===== src/rtl/sdram_burst_arbiter.sv =====
// Two-host burst arbiter for one SDRAM port. The VGA reader has priority, and a starvation guard protects the stream writer.
// Grants are registered and drive sd_* one cycle after the request. The granted host sees sd_waitrequest; the other host is stalled.
module sdram_burst_arbiter #(
    parameter int AW         = 32,
    parameter int DW         = 32,
    parameter int BW         = 5,
    parameter int MAX_CONSEC = 4
) (
    input  logic            clk,
    input  logic            rst,
    input  logic            vga_read,
    input  logic [AW-1:0]   vga_address,
    input  logic [BW-1:0]   vga_burstcount,
    output logic [DW-1:0]   vga_readdata,
    output logic            vga_readdatavalid,
    output logic            vga_waitrequest,
    input  logic            st_write,
    input  logic [AW-1:0]   st_address,
    input  logic [BW-1:0]   st_burstcount,
    input  logic [DW-1:0]   st_writedata,
    input  logic [DW/8-1:0] st_byteenable,
    output logic            st_waitrequest,
    output logic            sd_read,
    output logic            sd_write,
    output logic [AW-1:0]   sd_address,
    output logic [BW-1:0]   sd_burstcount,
    output logic [DW-1:0]   sd_writedata,
    output logic [DW/8-1:0] sd_byteenable,
    input  logic [DW-1:0]   sd_readdata,
    input  logic            sd_readdatavalid,
    input  logic            sd_waitrequest,
    output logic            busy,
    output logic            rd_error
);

    localparam int CW = $clog2(MAX_CONSEC + 1);
    localparam logic [CW-1:0] CMAX = MAX_CONSEC[CW-1:0];
    localparam logic [CW-1:0] C1   = 1;
    localparam logic [BW-1:0] ONE  = 1;

    typedef enum logic [1:0] {IDLE, RD_CMD, RD_DATA, WR_BURST} state_t;

    state_t        state, state_nxt;
    logic [BW-1:0] rd_len, wr_len, rd_cnt, wr_cnt;
    logic [AW-1:0] cmd_addr;
    logic [CW-1:0] consec;
    logic          armed;
    logic          starve, grant_rd, grant_wr, rd_beat, wr_beat;
    logic [BW-1:0] vga_len, st_len;

    assign vga_len = (vga_burstcount == '0) ? ONE : vga_burstcount;
    assign st_len  = (st_burstcount == '0) ? ONE : st_burstcount;
    assign starve  = st_write && (consec == CMAX);
    assign rd_beat = sd_readdatavalid && (state == RD_CMD || state == RD_DATA);
    assign wr_beat = (state == WR_BURST) && st_write && !sd_waitrequest;

    assign vga_readdata = sd_readdata;
    assign busy         = (state != IDLE);

    always_comb begin
        state_nxt         = state;
        grant_rd          = 1'b0;
        grant_wr          = 1'b0;
        sd_read           = 1'b0;
        sd_write          = 1'b0;
        sd_address        = '0;
        sd_burstcount     = '0;
        sd_writedata      = '0;
        sd_byteenable     = '0;
        vga_waitrequest   = 1'b1;
        st_waitrequest    = 1'b1;
        vga_readdatavalid = 1'b0;
        case (state)
            IDLE: begin
                if (vga_read && !starve) begin
                    grant_rd  = 1'b1;
                    state_nxt = RD_CMD;
                end else if (st_write) begin
                    grant_wr  = 1'b1;
                    state_nxt = WR_BURST;
                end
            end
            RD_CMD: begin
                sd_read           = 1'b1;
                sd_address        = cmd_addr;
                sd_burstcount     = rd_len;
                vga_waitrequest   = sd_waitrequest;
                vga_readdatavalid = sd_readdatavalid;
                if (!sd_waitrequest)
                    state_nxt = RD_DATA;
            end
            RD_DATA: begin
                vga_readdatavalid = sd_readdatavalid;
                // The second term covers bursts whose data all arrived while the command was still stalled.
                if ((sd_readdatavalid && rd_cnt == rd_len - ONE) || rd_cnt == rd_len)
                    state_nxt = IDLE;
            end
            WR_BURST: begin
                sd_write       = st_write;
                sd_writedata   = st_writedata;
                sd_byteenable  = st_byteenable;
                sd_address     = cmd_addr;
                sd_burstcount  = wr_len;
                st_waitrequest = sd_waitrequest;
                if (wr_beat && wr_cnt == wr_len - ONE)
                    state_nxt = IDLE;
            end
            default: state_nxt = IDLE;
        endcase
    end

    always_ff @(posedge clk) begin
        if (!rst) begin
            state    <= IDLE;
            rd_len   <= '0;
            wr_len   <= '0;
            rd_cnt   <= '0;
            wr_cnt   <= '0;
            cmd_addr <= '0;
            consec   <= '0;
            armed    <= 1'b0;
            rd_error <= 1'b0;
        end else begin
            state <= state_nxt;
            if (grant_rd) begin
                rd_len   <= vga_len;
                cmd_addr <= vga_address;
                rd_cnt   <= '0;
                armed    <= 1'b1;
                consec   <= !st_write ? '0 : (consec == CMAX) ? CMAX : consec + C1;
            end else if (rd_beat) begin
                rd_cnt <= rd_cnt + ONE;
            end
            if (grant_wr) begin
                wr_len   <= st_len;
                cmd_addr <= st_address;
                wr_cnt   <= '0;
                armed    <= 1'b1;
                consec   <= '0;
            end else if (wr_beat) begin
                wr_cnt <= wr_cnt + ONE;
            end
            // Beats that arrive after a reset-abandoned burst are ignored until the next grant.
            if (armed && sd_readdatavalid && (state == IDLE || state == WR_BURST))
                rd_error <= 1'b1;
        end
    end

endmodule

===== config.mk =====
export PLATFORM = sky130hd
export DESIGN_NAME = sdram_burst_arbiter
export DESIGN_NICKNAME = d
export VERILOG_FILES = /design/src/rtl/sdram_burst_arbiter.sv
export SDC_FILE = /design/constraint.sdc
export NUM_CORES = 1
export LEC_CHECK = 0
export CAP_MARGIN = 10
export CELL_PAD_IN_SITES_DETAIL_PLACEMENT = 0
export CELL_PAD_IN_SITES_GLOBAL_PLACEMENT = 1
export CORE_MARGIN = 2
export CORE_UTILIZATION = 21
export DETAILED_ROUTE_END_ITERATION = 10
export PLACE_DENSITY_LB_ADDON = 0.1
export SYNTH_ARGS = -nofsm -noshare
export SYNTH_HDL_FRONTEND = slang
export SYNTH_SLANG_ARGS = --single-unit

===== constraint.sdc =====
create_clock -name clk -period 1.9 [get_ports clk]
set_clock_uncertainty 0.15 [all_clocks]
set_input_delay 0.285 -clock clk [delete_from_list [all_inputs] [get_ports clk]]
set_output_delay 0.285 -clock clk [all_outputs]
set_load 0.01 [all_outputs]

==> flow_metrics.py <==
metrics = {
    "status": {
        "outcome": "finished with violations",
        "violations": "negative setup slack",
    },
    "pwr": {
        "p_per_area_mw_per_mm2": 986,
        "peakVddDrop_v": 0.000379,
        "p_leak_uw": 0.00263,
    },
    "global_routing": {
        "grt_overflow_total": 0,
        "antenna_found_initial": 0,
        "grt_pass1_vias": 3849,
        "track_usage_pct": 13.9,
        "grt_pass1_wl_um": 19600,
        "grt_max_degree": 33,
    },
    "die": {
        "die_w_um": 135,
        "core-area_mm2": 0.0166,
        "pin_count": 260,
        "rows": 47,
        "die_h_um": 135,
        "fp.dieArea_mm2": 0.0182,
        "start_util_pct": 21.6,
    },
    "drt": {
        "ant_nets": 0,
        "vias_per_cell": 4.25,
        "drtIter0Drc": 91,
        "num_vias": 3699,
        "routedWlPerCell_um": 15.2,
        "remaining_drc_errors": 0,
        "wl_um": 13200,
        "drtPass1Iterations": 4,
    },
    "setup_path": {
        "crit_buf_inv": 5,
        "worst-path-stages": 8,
        "path_class": "reg -> out",
        "worstRegToRegCells": 8,
        "cp-end-kind": "output port",
        "cp_cell_sequence": "buf_6, ha_4, nor2_4, buf_6, buf_12, buf_12, nor2b_1, buf_4",
        "startpoint_type": "register",
        "reg2reg_setup_slack_ns": -0.10,
        "cp_top_family": "buffers and inverters",
        "cpMaxStageDelayCell": "dfxtp_4",
        "slowest_delay_ns": 0.35,
        "critical_path.max_fanout": 4,
        "critical_path_required_ns": 1.46,
        "cp.arrival_ns": 1.63,
    },
    "clock_network": {
        "htreeDepth": 3,
        "cts_buffers": 9,
        "cts_tree": "built",
        "clockBufferDepth": 2,
        "cts.sinks": 59,
        "clkTransAtPathRegs_ns": 0.05,
        "root_buffer": "clkbuf_16",
        "cts-hold-fix-buffers": 0,
        "clk_latency_ns": 0.32,
    },
    "timing": {
        "rsz0062_at_grt": "true",
        "fmax_ghz": 0.484,
        "timing.slew.headroom_pct": 78.1,
        "hold_viol": 0,
        "setup_ws_ns": -0.167,
        "finalMaxSlewViolations": 0,
        "final.setup.tns_ns": -3.20,
        "timing.final.crit_period_ns": 2.07,
        "tightest_slew_ns": 0.328,
        "timing.final.crit_share_pct": 109,
        "finalSetupViolCount": 38,
    },
    "synth": {
        "avgSynthCellArea_um2": 8.17,
        "synth_area_mm2": 0.00359,
        "synth-seq-cells": 59,
        "yosysSeqAreaShare_pct": 32.9,
        "syn-num-nets": 598,
        "syn_inst": 440,
        "yosys_warnings": 0,
        "synth_cell_types": 41,
    },
    "cells_and_area": {
        "fin_cells": 870,
        "design_area_mm2": 0.00615,
        "area_growth_pct": 71.0,
        "fin_nets": 803,
        "fin_util_pct": 36.9,
        "drive_gt1_share_pct": 28.3,
        "final_common_cell": "clkdlybuf4s50_1",
        "diodes": 0,
        "final_cell_mix": "116 x clkdlybuf4s50_1, 71 x buf_2, 62 x nand2_1",
        "fillCellCount": 1713,
    },
    "placement": {
        "io_buffers": 195,
        "gp_congestion": 0.737,
        "pre_cts_ws_ns": -0.288,
        "post-dp-hpwl_um": 9430,
        "dp.cells": 831,
        "place_area_mm2": 0.00582,
    },
    "job": {
        "maxCapViolCount": 0,
    },
    "min_path": {
        "hp-class": "reg -> reg",
        "holdPathStages": 2,
    },
}
cell usage after synthesis:
cell	count	share of area [%]
a22oi_1	32	6.7
inv_1	10	1.0
nand3_1	6	0.84
nand4_1	4	0.70
buf_2	7	0.97
a21boi_1	4	0.84
o21a_2	1	0.24
a221oi_2	1	0.42
clkbuf_1	20	2.1
or2b_1	1	0.21
and2_1	37	6.4
o211ai_1	1	0.21
and4_1	1	0.24
nand3b_1	1	0.21
mux2i_1	3	0.84
nand3_2	1	0.28
dfxtp_1	59	33
nor3_2	1	0.28
a21oi_1	6	0.84
xnor2_1	12	2.9
o211a_1	1	0.28
o41a_1	1	0.31
xor2_1	11	2.7
nor3b_1	3	0.63
o21ai_0	1	0.14
nor3_1	4	0.56
and3_1	4	0.70
and3b_1	2	0.49
a22o_1	5	1.2
nor2_1	17	1.8
nand2b_1	3	0.52
buf_6	2	0.63
ha_1	10	3.5
buf_4	33	6.9
o31ai_1	1	0.21
o31a_1	1	0.24
o21a_1	1	0.21
nor2b_1	32	5.6
nand2_1	62	6.5
a21boi_0	36	7.5
nor4_1	2	0.35
registers in the layout, indices dropped and copies added (netlist names):
signal and count:
wr_len 5, rd_cnt 5, armed 1, wr_cnt 5, consec 3, rd_error 1
state 2, rd_len 5, cmd_addr 32
what timing repair did:
item / CTS / global route
setup endpoints to repair: 81 / 109
pin swaps: 8 / 13
cloned: 3 / 4
gates resized for setup: 330 / 52
setup buffers: 12 / 12
routing by layer:
layer	wire (µm)	track usage, %	vias up
met5	0	0	-
met4	120	4.62	0
met3	1280	5.11	13
met2	6470	24.8	170
met1	5320	15.1	1655
li1	-	-	1861
metrics by stage:
stage	hold WS [ns]	power, µW
3_5_place_dp	0.294	4130
2_1_floorplan	0.272	2900
5_1_grt	0.327	6500
4_1_cts	0.300	5940
3_3_place_gp	0.289	4110
6_report	0.295	6060
layout make-up:
cell class                 count  area (µm²)  area share (%)
clock buffer                  10         229            3.72
clock inverter                 6        32.5           0.529
inverter                      10        40.0           0.651
multi-input combinational    309        2130            34.7
sequential                    59        1190            19.4
tap                          220         275            4.48
timing repair buffer         256        2240            36.5
worst paths after layout:
path,start,end
min reg2reg,cmd_addr[14],cmd_addr[14]
max reg2reg,state[1],state[1]
min,cmd_addr[14],cmd_addr[14]
max,state[0],sd_address[25]
worst reg2reg max path: stages, from the launching register on:
cell      delay, ns
dfxtp_4        0.37
ha_4           0.18
buf_6          0.10
and3b_1        0.19
nand3_2        0.06
o41a_1         0.32
a221oi_2       0.18
o21a_2         0.19
mux2i_1        0.18
report_power, final:
part	internal (µW)	switching, µW	total (µW)
clock	869	558	1430
combinational	1630	1380	3010
sequential	1480	147	1630
total	3980	2080	6060
logic make-up after synthesis:
| logic type | after synthesis | synth area share [%] |
|---|---|---|
| and+or+nand+nor | 181 | 26.2 |
| AOI/OAI and AO/OA | 92 | 19.4 |
| buffers and inverters | 72 | 11.6 |
| DFF | 59 | 32.9 |
| xor gates and xnor gates | 23 | 5.60 |
| adders and majority gates | 10 | 3.48 |
| muxes | 3 | 0.835 |
Power figures use the tool's default switching activity.
